--- config.mk ---
export PLATFORM = sky130hd
export DESIGN_NAME = hazard_forward_ctrl
export DESIGN_NICKNAME = d
export VERILOG_FILES = /design/src/rtl/hazard_forward_ctrl.sv
export SDC_FILE = /design/constraint.sdc
export NUM_CORES = 1
export LEC_CHECK = 0
export ABC_CLOCK_PERIOD_IN_PS = 2100
export CAP_MARGIN = 10
export CORE_MARGIN = 2
export CORE_UTILIZATION = 46
export DETAILED_ROUTE_END_ITERATION = 10
export PLACE_DENSITY = 0.75
export SLEW_MARGIN = 20
export SYNTH_ARGS = -nofsm -noshare
export SYNTH_HDL_FRONTEND = slang
export SYNTH_SLANG_ARGS = --single-unit
--- constraint.sdc ---
create_clock -name Clk -period 2.1 [get_ports Clk]
set_input_delay 0.42 -clock Clk [delete_from_list [all_inputs] [get_ports Clk]]
set_output_delay 0.42 -clock Clk [all_outputs]
set_load 0.05 [all_outputs]
--- src/rtl/hazard_forward_ctrl.sv ---
// Hazard detection and EX operand forwarding for the 5-stage pipeline.
// Tracks EX/MEM/WB register tags internally; the datapath only supplies ID decode.
module hazard_forward_ctrl #(
  parameter int STALL_CNT_W = 16
) (
  input  logic                   Clk,
  input  logic                   Rst,
  input  logic                   id_valid,
  input  logic [4:0]             id_rs,
  input  logic [4:0]             id_rt,
  input  logic                   id_uses_rs,
  input  logic                   id_uses_rt,
  input  logic [4:0]             id_dest,
  input  logic                   id_reg_write,
  input  logic                   id_mem_read,
  input  logic                   id_is_branch,
  input  logic                   flush,
  output logic                   pc_write,
  output logic                   ifid_write,
  output logic                   idex_bubble,
  output logic [1:0]             fwd_a,
  output logic [1:0]             fwd_b,
  output logic [STALL_CNT_W-1:0] stall_count
);

  typedef struct packed {
    logic       valid;
    logic [4:0] dest;
    logic       reg_write;
    logic       mem_read;
  } prod_t;

  typedef struct packed {
    prod_t      p;
    logic [4:0] rs;
    logic [4:0] rt;
    logic       uses_rs;
    logic       uses_rt;
  } ex_t;

  // WB only ever forwards, so its load flag is never consulted.
  typedef struct packed {
    logic       valid;
    logic [4:0] dest;
    logic       reg_write;
  } wb_t;

  ex_t   ex_q;
  ex_t   ex_d;
  prod_t mem_q;
  wb_t   wb_q;

  logic stall;
  logic id_hit_ex;
  logic id_hit_mem;
  logic load_use;
  logic br_ex;
  logic br_mem;

  function automatic logic hit(
    input logic       v,
    input logic       rw,
    input logic [4:0] d,
    input logic [4:0] s,
    input logic       u
  );
    return v && rw && (d == s) && (d != 5'd0) && u;
  endfunction

  assign id_hit_ex =
    hit(ex_q.p.valid, ex_q.p.reg_write, ex_q.p.dest,
        id_rs, id_uses_rs) ||
    hit(ex_q.p.valid, ex_q.p.reg_write, ex_q.p.dest,
        id_rt, id_uses_rt);

  assign id_hit_mem =
    hit(mem_q.valid, mem_q.reg_write, mem_q.dest,
        id_rs, id_uses_rs) ||
    hit(mem_q.valid, mem_q.reg_write, mem_q.dest,
        id_rt, id_uses_rt);

  assign load_use = ex_q.p.mem_read && id_hit_ex;
  assign br_ex    = id_is_branch && id_hit_ex;
  // An ALU result in MEM reaches the branch comparator; load data does not yet.
  assign br_mem   = id_is_branch && mem_q.mem_read && id_hit_mem;

  assign stall = id_valid && !flush &&
                 (load_use || br_ex || br_mem);

  assign pc_write    = !stall;
  assign ifid_write  = !stall;
  assign idex_bubble = stall;

  always_comb begin
    ex_d = '0;
    if (id_valid && !stall && !flush) begin
      ex_d.p.valid     = 1'b1;
      ex_d.p.dest      = id_dest;
      ex_d.p.reg_write = id_reg_write;
      ex_d.p.mem_read  = id_mem_read;
      ex_d.rs          = id_rs;
      ex_d.rt          = id_rt;
      ex_d.uses_rs     = id_uses_rs;
      ex_d.uses_rt     = id_uses_rt;
    end
  end

  always_ff @(posedge Clk or negedge Rst) begin
    if (!Rst) begin
      ex_q  <= '0;
      mem_q <= '0;
      wb_q  <= '0;
    end else begin
      ex_q           <= ex_d;
      mem_q          <= ex_q.p;
      wb_q.valid     <= mem_q.valid;
      wb_q.dest      <= mem_q.dest;
      wb_q.reg_write <= mem_q.reg_write;
    end
  end

  always_ff @(posedge Clk or negedge Rst) begin
    if (!Rst) begin
      stall_count <= '0;
    end else if (stall && (stall_count != '1)) begin
      stall_count <= stall_count + STALL_CNT_W'(1);
    end
  end

  always_comb begin
    fwd_a = 2'b00;
    priority case (1'b1)
      hit(mem_q.valid, mem_q.reg_write, mem_q.dest,
          ex_q.rs, ex_q.uses_rs): fwd_a = 2'b10;
      hit(wb_q.valid, wb_q.reg_write, wb_q.dest,
          ex_q.rs, ex_q.uses_rs): fwd_a = 2'b01;
      default:                    fwd_a = 2'b00;
    endcase
  end

  always_comb begin
    fwd_b = 2'b00;
    priority case (1'b1)
      hit(mem_q.valid, mem_q.reg_write, mem_q.dest,
          ex_q.rt, ex_q.uses_rt): fwd_b = 2'b10;
      hit(wb_q.valid, wb_q.reg_write, wb_q.dest,
          ex_q.rt, ex_q.uses_rt): fwd_b = 2'b01;
      default:                    fwd_b = 2'b00;
    endcase
  end

endmodule

==> results.tsv, run 1 <==
stage	metric	value	unit
layout	Syn-to-layout area delta	49.9	%
timing	endpoints failing setup	32	
layout	ratio of cells with drive above 1 in the final layout	30.4	%
timing	RSZ-0062 raised after global routing	true	
floorplanning	die area	5820	um^2
placed_design	Post-DP HPWL	3780	um
placed_design	placement-stage cell area	3260	um^2
clock_network	TritonCTS Sinks	51	
logic_synthesis	sequential area share after synthesis	53.1	%
timing	highest clock rate	390	MHz
grt	largest net degree at the start of global routing	52	
route	drt total wl	5480	um
layout	Register Area	1280	um^2
setup_path	CP Launch Type	input port	
timing	PnR worst setup slack	-0.461	ns
logic_synthesis	post-synthesis instance total	215	
timing	max_slew headroom	65.8	%
setup_path	CP required	1.68	ns
hold_path	worst hold path class	input port to async pin	
layout	Final #Nets	330	
logic_synthesis	average instance area after synthesis	11.2	um^2
floorplanning	row count	26	
route	DR iter-0 viols	73	
route	drt first pass iters	4	
layout	area occupied by multi-input gates	1250	um^2
route	met1 WL	2400	um
setup_path	Crit Path Class	input port to output port	
setup_path	Crit Path Max Fanout	3	
logic_synthesis	Yosys reg bits	51	
grt	vias in the first global route	1828	
layout	Antenna Cells	0	
route	WL met3	165	um
timing	max-slew violation count	0	
route	Avg Vias per Cell	5.01	
logic_synthesis	syn_nets	240	
grt	first-pass GRT wire length	8670	um
route	WL per Instance	14.6	um
power	overall power	1.79	mW
clock_network	TritonCTS Buffers	5	
floorplanning	Core Area	5070	um^2
floorplanning	Die H	76.3	um
clock_network	Clock H-tree levels	2	
timing	final setup TNS	-4.21	ns
clock_network	Bufs on Longest Clock Path	2	
clock_network	clock slew at reported path FFs	0.08	ns
power	Leak	1.63	nW
clock_network	worst-skew pair later-pin latency	0.31	ns
floorplanning	IO Pins	47	
setup_path	Worst Setup End Kind	output port	
placed_design	I/O Buffers	46	
timing	Tcrit/Tclk final	122	%
power	VDD IR max	0.389	mV
power	PD cells	498	nW/um^2
clock_network	Root Driver	clkbuf_8	
placed_design	gpl congestion	0.888	
status	outcome	finished, violations left	
route	DRC	0	
timing	Worst Max-Slew Pin Slew	0.511	ns
setup_path	Worst EP arrival	2.14	ns
setup_path	cells on worst reg2reg path	9	
layout	design area	3600	um^2
route	Antenna Nets Post-Route	0	
job	# Max-Cap Violations	0	
grt	Overflow after GRT	0	
grt	GRT Total Usage	18.9	%
clock_network	CTS tree	built	
route	met2 routed WL	2820	um
floorplanning	Die Wd	76.3	um
logic_synthesis	Cell variety after synth	33	
timing	clk_skew	0.00510	ns
layout	layout filler cell count	354	
logic_synthesis	Mapped Area	2400	um^2
logic_synthesis	synth warn	0	
placed_design	dpl ws	-0.479	ns
grt	initial antenna violation count	0	
timing	Fin Hold WS	0.0822	ns
route	Via Count	1884	
status	failing checks	negative setup slack	
timing	Final Hold Fails	0	
floorplanning	Starting Density	47.4	%
route	top layer in use	met4	
timing	Tmin final	2.56	ns
## layout make-up
class,instances,area share (%)
clock inverters,3,0.521
flip-flops and latches,51,35.5
inverters,2,0.312
clock buffers,5,1.91
repair buffers,90,24.7
multi-input cells,155,34.6
well taps,70,2.43
## Yosys cell counts
cell / number / area [um^2]
nand4_1: 8 / 50.1
nand2b_1: 3 / 18.8
a211o_1: 1 / 8.76
xnor2_1: 35 / 307
o211ai_4: 1 / 21.3
or4_4: 1 / 11.3
and3_1: 1 / 6.26
and4_1: 2 / 17.5
ha_1: 1 / 12.5
buf_2: 3 / 15.0
inv_1: 2 / 7.51
buf_6: 1 / 11.3
nor3_1: 9 / 45.0
a22oi_2: 1 / 12.5
a21oi_1: 1 / 5.00
nand2_1: 15 / 56.3
mux2_1: 2 / 22.5
a32oi_2: 1 / 16.3
nor3b_1: 1 / 7.51
nand3_1: 8 / 40.0
and2_1: 19 / 119
dfrtp_1: 51 / 1280
o22ai_1: 2 / 12.5
nor2_1: 14 / 52.6
buf_4: 2 / 15.0
clkbuf_1: 3 / 11.3
and2b_1: 1 / 7.51
xor2_1: 19 / 166
nor4_1: 2 / 12.5
or4_1: 1 / 7.51
nor3_2: 1 / 10.0
a31oi_1: 1 / 6.26
o211ai_1: 2 / 15.0
## what timing repair did
action                     CTS  global route
hold buffers                 0             0
cloned                       2             0
buffers inserted             3            10
resized for setup           12            22
pin swaps                    4             4
setup endpoints to repair   42            42
## worst paths after layout
kind                                        end      from  slack, ns
worst min register to register         mem_q[7]  ex_q[19]       0.38
worst min-delay path                   ex_q[18]       Rst       0.08
min in group Clk                       mem_q[7]  ex_q[19]       0.38
worst max register to register  stall_count[12]  mem_q[6]      -0.10
max in group asynchronous        stall_count[1]       Rst       1.79
worst max-delay path                 ifid_write  id_rs[2]      -0.46
## stage by stage
stage	cells	utilization, %
after floorplan	215	-
after global placement	353	64.3
after detailed placement	353	64.3
after CTS	366	67.3
after global routing	376	71.0
final	376	71.0
## flip-flops by register name (all words and copies together), names as in the netlist
| name | cells |
|---|---|
| mem_q | 8 |
| stall_count | 16 |
| wb_q | 7 |
| ex_q | 20 |
## cells in the final DEF (no fill, tap or decap), drive strengths merged, types with 5 or more instances in the layout
cell type | netlist | layout
xnor2 | 35 | 35
clkdlybuf4s50 | 0 | 32
nor3 | 10 | 10
nand2 | 15 | 15
nand3 | 8 | 8
and2 | 19 | 19
buf | 6 | 52
nor2 | 14 | 14
clkbuf | 3 | 5
dfrtp | 51 | 51
xor2 | 19 | 19
nand4 | 8 | 8
dlymetal6s2s | 0 | 6
## cells by family after synthesis
kind of cell    Yosys count  synth area share (%)
simple gates             86                  19.2
xor+xnor                 54                  19.7
flops                    51                  53.1
buf+inv                  11                  2.50
compound gates           10                  4.06
mux                       2                 0.937
fa+ha+maj                 1                 0.520
## report_power, final
group	total [mW]	internal [mW]	switching (mW)
Sequential	1.03	1.01	0.0236
Clock	0.551	0.235	0.316
Combinational	0.211	0.112	0.0989
## worst max-delay path, stage by stage
cell,delay [ns]
clkdlybuf4s50_1,0.55
xnor2_1,0.16
nand4_1,0.13
o22ai_2,0.26
a22oi_2,0.16
nor2_4,0.15
clkinvlp_4,0.14
buf_6,0.17
## metal layers
metal	vias up	global-route usage, %
met4	0	5.82
met5	-	0
li1	895	-
met2	45	31.6
met1	933	24.6
met3	11	4.15
(Power assumes the default switching activity.)
==> run 2: changes to the inputs <==
--- a/config.mk
+++ b/config.mk
@@ -10,6 +10,7 @@
 export CORE_MARGIN = 2
 export CORE_UTILIZATION = 46
 export DETAILED_ROUTE_END_ITERATION = 10
+export GPL_TIMING_DRIVEN = 1
 export PLACE_DENSITY = 0.75
 export SLEW_MARGIN = 20
 export SYNTH_ARGS = -nofsm -noshare
==> constraint.sdc (replaced) <==
create_clock -name Clk -period 2.1 [get_ports Clk]
set_input_delay 0.42 -clock Clk [delete_from_list [all_inputs] [get_ports Clk]]
set_output_delay 0.42 -clock Clk [all_outputs]
set_load 0.01 [all_outputs]
==> results.tsv, run 2 (synthesis results as in run 1) <==
stage	metric	value	unit	change
timing	highest clock rate	416	MHz	+6.6%
power	PD cells	523	nW/um^2	+5.1%
grt	GR Util met2	34.5	%	+2.9 points
grt	Overflow after GRT	0		unchanged
placed_design	placement-stage cell area	3150	um^2	-3.3%
floorplanning	Starting Density	47.4	%	unchanged
timing	clk_skew	0.00517	ns	+0.0000790 ns
setup_path	CP required	2.28	ns	+0.60 ns
timing	max_slew headroom	63.3	%	-2.5 points
setup_path	Worst Setup End Kind	flip-flop		
placed_design	I/O Buffers	46		unchanged
setup_path	CP Launch Type	flip-flop		
clock_network	TritonCTS Buffers	5		unchanged
placed_design	gpl congestion	0.852		-4.1%
setup_path	Worst EP arrival	2.58	ns	+0.44 ns
power	overall power	1.80	mW	about the same
setup_path	r2r setup slk	-0.30	ns	-0.20 ns
route	DRC	0		unchanged
timing	PnR worst setup slack	-0.303	ns	+0.159 ns
floorplanning	row count	26		unchanged
clock_network	Clock H-tree levels	2		unchanged
clock_network	worst-skew pair later-pin latency	0.29	ns	-0.02 ns
route	DR iter-0 viols	122		+67%
layout	ratio of cells with drive above 1 in the final layout	26.2	%	-4.2 points
status	outcome	finished, violations left		
floorplanning	Core Area	5070	um^2	unchanged
layout	commonest non-fill, non-tap cell in the layout	dfrtp_1		
setup_path	Crit Path Max Fanout	8		+5
layout	Most flops, register	ex_q		
route	Avg Vias per Cell	4.95		-1.2%
floorplanning	Die Wd	76.3	um	unchanged
route	Via Count	1842		-2.2%
setup_path	Critical R2R Capture	stall_count[8]		
layout	Antenna Cells	0		unchanged
placed_design	Post-DP HPWL	3850	um	+2.0%
grt	first-pass GRT wire length	8610	um	-0.63%
setup_path	worst reg2reg path startpoint	mem_q[5]		
grt	initial antenna violation count	0		unchanged
grt	vias in the first global route	1902		+4.0%
grt	GR Util met3	3.79	%	-0.36 points
timing	max-slew violation count	0		unchanged
clock_network	clock slew at reported path FFs	0.08	ns	about the same
layout	biggest regs	ex_q x20, stall_count x16, mem_q x8		
setup_path	cells on worst reg2reg path	11		+2
layout	design area	3430	um^2	-4.8%
setup_path	CP Buf/Inv Count	5		+2
clock_network	Root Driver	clkbuf_8		
layout	Largest register FFs	20		unchanged
floorplanning	Die H	76.3	um	unchanged
timing	Final Hold Fails	0		unchanged
timing	Tmin final	2.40	ns	-0.159 ns
route	WL per Instance	14.8	um	+1.3%
layout	Syn-to-layout area delta	42.8	%	
power	Leak	1.58	nW	-3.3%
grt	GRT Total Usage	18.8	%	-0.042 points
status	failing checks	negative setup slack		
route	Antenna Nets Post-Route	0		unchanged
setup_path	Worst path max stage delay	0.56	ns	about the same
grt	largest net degree at the start of global routing	26		-50%
layout	Final #Nets	327		-0.91%
setup_path	cells along the critical path	or4_4 -> o211ai_4 -> buf_4 -> buf_6 -> buf_6 -> nor3_4 -> a32oi_4 -> buf_12 -> buf_6 -> nor2_1 -> xor2_1		
floorplanning	die area	5820	um^2	unchanged
floorplanning	IO Pins	47		unchanged
clock_network	CTS tree	built		
timing	endpoints failing setup	21		-34%
timing	Worst Max-Slew Pin Slew	0.550	ns	+0.0391 ns
setup_path	most frequent CP cell	buf_6		
route	drt total wl	5490	um	+0.20%
timing	Tcrit/Tclk final	114	%	-7.6 points
clock_network	Bufs on Longest Clock Path	2		unchanged
layout	most frequent cells in the layout	dfrtp_1 (51), clkdlybuf4s50_1 (36), xnor2_1 (34)		
timing	RSZ-0062 raised after global routing	true		
setup_path	Crit Path Class	flip-flop to flip-flop		
clock_network	TritonCTS Sinks	51		unchanged
setup_path	CP top delay family	simple AND/OR/NAND/NOR gates		
grt	GR Util met1	22.4	%	-2.2 points
grt	layer with the highest usage	met2		
clock_network	cts hold-fix bufs	0		unchanged
timing	final setup TNS	-5.60	ns	-1.39 ns
power	VDD IR max	0.489	mV	+26%
placed_design	dpl ws	-0.658	ns	-0.179 ns
setup_path	CP max-delay cell	or4_4		
route	drt first pass iters	4		unchanged
job	# Max-Cap Violations	0		unchanged
hold_path	worst hold path class	input port to async pin		
[run 2: worst reg2reg max path, delay by kind of cell (launching register included)]
kind	cells	cell delay (ns)
buf+inv	5	0.59
compound gates	2	0.52
flops	1	0.38
simple gates	3	0.65
xor+xnor	1	0.14
[run 2: stage by stage]
step | utilization (%) | hold WS, ns | std cells
finish | 67.6 | 0.109 | 372
global route | 67.6 | 0.143 | 372
CTS | 66.8 | 0.120 | 370
detailed placement | 62.2 | 0.363 | 355
global placement | 62.2 | 0.360 | 355
floorplan | - | 0.124 | 215
[run 2: layout make-up]
type | instances | area [um^2]
Clock buffer | 6 | 82.6
Clock inverter | 1 | 5.00
Fill cell | 379 | 1640
Inverter | 2 | 7.51
Multi-Input combinational cell | 156 | 1180
Sequential cell | 51 | 1280
Tap cell | 70 | 87.6
Timing Repair Buffer | 86 | 790
[run 2: routing by layer]
metal | vias up | share of wire [%]
met2 | 46 | 52
li1 | 891 | -
met5 | - | 0
met3 | 9 | 3.6
met4 | 0 | 1.6
met1 | 896 | 43
[run 2: how the worst max path moves through the flow]
stage | startpoint | to | slack [ns] | cells past startpoint
6_report | mem_q[5] | stall_count[8] | -0.30 | 11
5_1_grt | mem_q[5] | pc_write | -0.40 | 7
4_1_cts | mem_q[6] | ifid_write | -0.29 | 7
3_5_place_dp | id_rs[4] | idex_bubble | -0.66 | 7
3_3_place_gp | id_rt[0] | idex_bubble | -0.64 | 7
2_1_floorplan | mem_q[4] | pc_write | -0.11 | 8
[run 2: timing repair]
action                                  CTS  global route
endpoints found under the setup margin   42            41
resized for setup                        51            12
cloned                                    0             3
setup buffers                             9             1
pin swaps                                 8             5
[run 2: where the power goes]
group | total (mW) | switching, mW | internal, mW
clock | 0.540 | 0.282 | 0.259
sequential | 1.03 | 0.0223 | 1.01
combinational | 0.225 | 0.104 | 0.121
total | 1.80 | 0.408 | 1.39
==> run 3: changes to the inputs <==
--- a/config.mk
+++ b/config.mk
@@ -11,6 +11,7 @@
 export CORE_UTILIZATION = 46
 export DETAILED_ROUTE_END_ITERATION = 10
 export GPL_TIMING_DRIVEN = 1
+export MAX_ROUTING_LAYER = met4
 export PLACE_DENSITY = 0.75
 export SLEW_MARGIN = 20
 export SYNTH_ARGS = -nofsm -noshare
==> results.tsv, run 3 (synthesis results as in run 1) <==
stage	metric	value	unit	change
setup_path	most frequent CP cell	nor2_2		
route	drt total wl	5490	um	about the same
layout	Largest register FFs	20		unchanged
route	WL per Instance	14.8	um	about the same
setup_path	cells along the critical path	or4_4 -> o211ai_4 -> nor2_2 -> a22oi_2 -> nor2_2 -> inv_2 -> buf_6		
timing	PnR worst setup slack	-0.306	ns	-0.00283 ns
hold_path	worst hold path class	input port to async pin		
grt	vias in the first global route	1903		+0.053%
setup_path	CP top delay family	simple AND/OR/NAND/NOR gates		
power	clock power share	30.1	%	about the same
timing	highest clock rate	416	MHz	-0.12%
route	drt first pass iters	4		unchanged
floorplanning	Starting Density	47.4	%	unchanged
timing	max_slew headroom	63.3	%	about the same
layout	biggest regs	ex_q x20, stall_count x16, mem_q x8		
route	DRC	0		unchanged
setup_path	CP Buf/Inv Count	2		-3
route	DR iter-0 viols	120		-1.6%
timing	endpoints failing setup	21		unchanged
grt	first-pass GRT wire length	8600	um	about the same
grt	largest net degree at the start of global routing	26		unchanged
setup_path	CP max-delay cell	or4_4		
timing	RSZ-0062 raised after global routing	true		
placed_design	dpl cells	355		unchanged
layout	Syn-to-layout area delta	42.8	%	unchanged
clock_network	clock slew at reported path FFs	0.08	ns	about the same
job	# Max-Cap Violations	0		unchanged
floorplanning	Die Wd	76.3	um	unchanged
layout	fin cells	372		unchanged
layout	Most flops, register	ex_q		
power	Logic pwr share	12.5	%	about the same
setup_path	Crit Path Max Fanout	4		-4
clock_network	worst-skew pair later-pin latency	0.29	ns	about the same
layout	Antenna Cells	0		unchanged
grt	GRT Total Usage	19.4	%	+0.55 points
timing	Tcrit/Tclk final	115	%	+0.13 points
setup_path	Worst path max stage delay	0.56	ns	about the same
power	PD cells	523	nW/um^2	about the same
power	Net Sw Power	0.408	mW	about the same
placed_design	Post-DP HPWL	3850	um	unchanged
clock_network	TritonCTS Sinks	51		unchanged
layout	ratio of cells with drive above 1 in the final layout	26.2	%	unchanged
setup_path	Worst Setup End Kind	output port		
floorplanning	Core Area	5070	um^2	unchanged
clock_network	Clock H-tree levels	2		unchanged
timing	Worst Max-Slew Pin Slew	0.550	ns	+0.0000157 ns
status	failing checks	negative setup slack		
clock_network	Root Driver	clkbuf_8		
timing	max-slew violation count	0		unchanged
placed_design	gpl congestion	0.866		+1.6%
route	Antenna Nets Post-Route	0		unchanged
setup_path	Worst EP arrival	1.99	ns	-0.59 ns
power	sequential fraction of design power	57.4	%	about the same
power	switching share of power	22.8	%	about the same
layout	most frequent cells in the layout	dfrtp_1 (51), clkdlybuf4s50_1 (36), xnor2_1 (34)		
layout	commonest non-fill, non-tap cell in the layout	dfrtp_1		
setup_path	Crit Path Class	flip-flop to output port		
floorplanning	row count	26		unchanged
setup_path	CP required	1.68	ns	-0.60 ns
route	Avg Vias per Cell	4.96		+0.11%
clock_network	CTS tree	built		
floorplanning	die area	5820	um^2	unchanged
route	Via Count	1844		+0.11%
timing	final setup TNS	-5.63	ns	-0.0274 ns
setup_path	CP Launch Type	flip-flop		
power	Int Power	1.39	mW	unchanged
clock_network	cts hold-fix bufs	0		unchanged
status	outcome	finished, violations left		
grt	Overflow after GRT	0		unchanged
clock_network	Bufs on Longest Clock Path	2		unchanged
clock_network	TritonCTS Buffers	5		unchanged
timing	Tmin final	2.41	ns	+0.00283 ns
power	Leak	1.58	nW	unchanged
floorplanning	IO Pins	47		unchanged
power	VDD IR max	0.489	mV	about the same
timing	clk_skew	0.00507	ns	-0.000106 ns
layout	Final #Nets	327		unchanged
timing	Final Hold Fails	0		unchanged
floorplanning	Die H	76.3	um	unchanged
placed_design	I/O Buffers	46		unchanged
grt	initial antenna violation count	0		unchanged
run 3: final timing paths:
path,start,end,slack (ns),depth (start not counted)
max reg2reg,mem_q[5],stall_count[8],-0.30,11
min,Rst,ex_q[9],0.11,1
max,mem_q[5],pc_write,-0.31,7
min reg2reg,ex_q[19],mem_q[7],0.38,0
min in group Clk,ex_q[19],mem_q[7],0.38,0
max in group asynchronous,Rst,ex_q[14],1.38,2
run 3: layer usage:
metal	part of all wire (%)	track usage, %	wire length, um	vias to the layer above
li1	-	-	-	891
met5	0	-	0	-
met3	3.9	3.79	212	9
met4	1.6	5.09	90	0
met2	52	34.5	2840	42
met1	43	22.4	2350	902
run 3: power groups by stage:
stage,combinational (mW),clock [mW],sequential [mW]
global route,0.245,0.611,1.03
global placement,0.202,0,1.05
CTS,0.218,0.555,1.03
detailed placement,0.206,0,1.05
finish,0.225,0.540,1.03
floorplan,0.0994,0,1.05
run 3: cell type report:
class | count | area (um^2)
Clock inverter | 1 | 5.00
Timing Repair Buffer | 86 | 790
Fill cell | 379 | 1640
Multi-Input combinational cell | 156 | 1180
Sequential cell | 51 | 1280
Tap cell | 70 | 87.6
Inverter | 2 | 7.51
Clock buffer | 6 | 82.6
run 3: worst reg2reg max path, delay by kind of cell, from the launching register on:
| kind | cells | cell delay (ns) |
|---|---|---|
| and+or+nand+nor | 3 | 0.65 |
| buffers and inverters | 5 | 0.59 |
| AOI/OAI and AO/OA | 2 | 0.52 |
| DFF | 1 | 0.38 |
| xor gates and xnor gates | 1 | 0.14 |
run 3: stage by stage:
| step | worst slack [ns] | total power [mW] | hold WS [ns] | utilization [%] | instance area, um^2 |
|---|---|---|---|---|---|
| 6_report | -0.306 | 1.80 | 0.109 | 67.6 | 3430 |
| 5_1_grt | -0.396 | 1.89 | 0.143 | 67.6 | 3430 |
| 4_1_cts | -0.292 | 1.80 | 0.120 | 66.8 | 3390 |
| 3_5_place_dp | -0.658 | 1.26 | 0.363 | 62.2 | 3150 |
| 3_3_place_gp | -0.638 | 1.25 | 0.360 | 62.2 | 3150 |
| 2_1_floorplan | -0.106 | 1.14 | 0.124 | - | 2430 |
run 3: what timing repair did:
| item | in CTS | in global routing |
|---|---|---|
| endpoints found under the setup margin | 42 | 41 |
| pin swaps | 8 | 5 |
| setup buffers | 9 | 1 |
| cloned | 0 | 3 |
| resized for setup | 51 | 12 |
==> RTL change, RTL diff (flow settings as in run 3) <==
Register the output `stall_count` once more, cleared by the reset; this adds one clock of latency there. The other outputs are not delayed to match.
--- a/src/rtl/hazard_forward_ctrl.sv
+++ b/src/rtl/hazard_forward_ctrl.sv
@@ -44,6 +44,8 @@
     logic [4:0] dest;
     logic       reg_write;
   } wb_t;
+
+  logic [STALL_CNT_W-1:0] stall_count_s0;
 
   ex_t   ex_q;
   ex_t   ex_d;
@@ -121,9 +123,9 @@
 
   always_ff @(posedge Clk or negedge Rst) begin
     if (!Rst) begin
-      stall_count <= '0;
-    end else if (stall && (stall_count != '1)) begin
-      stall_count <= stall_count + STALL_CNT_W'(1);
+      stall_count_s0 <= '0;
+    end else if (stall && (stall_count_s0 != '1)) begin
+      stall_count_s0 <= stall_count_s0 + STALL_CNT_W'(1);
     end
   end
 
@@ -149,5 +151,13 @@
     endcase
   end
 
+  always_ff @(posedge Clk or negedge Rst) begin
+    if (!Rst) begin
+      stall_count <= '0;
+    end else begin
+      stall_count <= stall_count_s0;
+    end
+  end
+
 endmodule
 
Function: changed (Yosys sat finds a counterexample within 4 cycles, from zero or initial values and one cycle with Rst low).
==> RTL change against run 3 <==
The flow still finishes with violations (setup timing); combinational power decreased by 4%; non-clock buffer count unchanged; total power increased by 34%; synthesized cell count increased by 6.5%; area after synthesis increased by 19%; design area increased by 17%; sequential share of layout area increased by 4.6 points; wire length increased by 10%; sequential cell count increased by 16; critical path depth increased by 4; setup slack got worse by 110 ps; global-route usage decreased by 1.5 points; die area increased by 18%; largest cell class unchanged; clock power increased by 58%.
==> RTL change: results (changes against run 3) <==
| Metric | Value |
|---|---|
| Status | `finished with violations (unchanged)` |
| Violated checks | `setup timing (unchanged)` |
| CTS clock-pin slew for the worst setup and hold paths | `60 ps (was 80 ps)` |
| RR Endpoint | `stall_count_s0[12]$_DFFE_PN0P_ (was stall_count[8]$_DFFE_PN0P_)` |
| Clock Skews | `6.36 ps (was 5.07 ps)` |
| Final setup fails | `23 (was 21)` |
| Clk_lat worst skew | `330 ps (was 290 ps)` |
| Post-synth top cells | `dfrtp_1, xnor2_1, xor2_1, and3_1, nand2_1 (was dfrtp_1, xnor2_1, and2_1, xor2_1, nand2_1)` |
| Vias per cell | `5.06 (was 4.96)` |
| Global Route Usage Sum | `0.179 (was 0.194)` |
| Worst path top cell family by delay | `buffers and inverters (was simple AND/OR/NAND/NOR gates)` |
| Largest net degree at the start of global routing | `68 (was 26)` |
| Critical-path maximum fanout | `7 (was 4)` |
| DP HPWL | `3970 um (was 3850 um)` |
| Total Nets Final | `339 (was 327)` |
| Switching Fraction | `0.220 (was 0.228)` |
| WL/cell | `15.5 um (was 14.8 um)` |
| RR Startpoint | `mem_q[6]$_DFF_PN0_ (was mem_q[5]$_DFF_PN0_)` |
| FF-to-FF path depth | `13 (was 11)` |
| Synth unique cells | `34 (was 33)` |
| Inst Count DP | `365 (was 355)` |
| First-pass GRT wire length | `9290 um (was 8600 um)` |
| Placer Congestion | `0.829 (was 0.866)` |
| Largest cells by area after synthesis | `dfrtp_1, xnor2_1, xor2_1, and3_1, nand2_1 (was dfrtp_1, xnor2_1, xor2_1, and2_1, nand2_1)` |
| Worst Slack Setup Final | `-418 ps (was -306 ps)` |
| Critical-path top delay cell | `clkdlybuf4s50_1 (was or4_4)` |
| Total CTS buffers | `9 (was 5)` |
| Routed wire length | `6040 um (was 5490 um)` |
| Syn Area/Cell | `12.5 um2 (was 11.2 um2)` |
| Vias in the first global route | `1,911 (was 1,903)` |
| R2r setup slk | `-410 ps (was -300 ps)` |
| Initial DRC Count | `74 (was 120)` |
| Largest regs | `ex_q: 20 flops, stall_count: 16 flops, stall_count_s0: 16 flops (was ex_q: 20 flops, stall_count: 16 flops, mem_q: 8 flops)` |
| Share of post-route cells with drive strength above 1 | `0.275 (was 0.262)` |
| Maximum vdd drop | `0.000390 V (was 0.000489 V)` |
| Seq/Total Area, Yosys | `0.585 (was 0.531)` |
[RTL change: how the worst max path moves through the flow]
stage / endpoint / start / slack, ps
final: stall_count_s0[12]$_DFFE_PN0P_ / id_rs[4] / -420
after CTS: idex_bubble / mem_q[6]$_DFF_PN0_ / -390
after global routing: stall_count_s0[12]$_DFFE_PN0P_ / id_rs[4] / -460
after global placement: idex_bubble / id_rs[2] / -620
after floorplan: pc_write / mem_q[3]$_DFF_PN0_ / -230
after detailed placement: idex_bubble / id_rt[1] / -660
[RTL change: cells by family after synthesis]
kind of cell | Yosys count | share of synthesized area
and+or+nand+nor | 83 | 0.178
DFF | 67 | 0.585
xor gates and xnor gates | 54 | 0.165
buffers and inverters | 14 | 0.0279
AOI/OAI and AO/OA | 8 | 0.0310
muxes | 2 | 0.00916
adders and majority gates | 1 | 0.00436
[RTL change: area by class of cell]
| cell class | count | area, um2 |
|---|---|---|
| fillers | 450 | 1940 |
| clock buffers | 13 | 149 |
| well taps | 75 | 93.8 |
| repair buffers | 86 | 790 |
| multi-input cells | 148 | 1300 |
| inverters | 2 | 7.51 |
| flip-flops and latches | 67 | 1680 |
[RTL change: routing by layer]
layer  global-route usage  part of all wire  vias to the layer above
li1                     -                 -                      951
met4               0.0700             0.021                        0
met1                0.232              0.45                      975
met5                    -                 0                        -
met3               0.0527             0.033                       12
met2                0.268              0.50                       42
[RTL change: stage by stage]
stage / setup slack [ps] / hold WS (ps) / cell area [um2] / setup TNS, ps / utilization
6_report: -418 / 88.6 / 4020 / -6410 / 0.674
5_1_grt: -460 / 116 / 4020 / -8040 / 0.674
4_1_cts: -393 / 106 / 3750 / -3800 / 0.630
3_5_place_dp: -663 / 370 / 3570 / -11890 / 0.599
3_3_place_gp: -617 / 362 / 3570 / -10350 / 0.599
2_1_floorplan: -232 / 124 / 2880 / -793 / -
[RTL change: power by group through the flow]
stage	Combinational [W]	Clock (W)	Sequential, W
after global placement	0.000204	0	0.00136
after CTS	0.000214	0.000862	0.00134
final	0.000217	0.000852	0.00134
after floorplan	0.0000973	0	0.00136
after detailed placement	0.000207	0	0.00137
after global routing	0.000238	0.000929	0.00135
[RTL change: what timing repair did]
action	in CTS	in global routing
buffers inserted	4	9
resized for setup	36	32
pin swaps	5	19
endpoints found under the setup margin	23	23
gates cloned	0	0
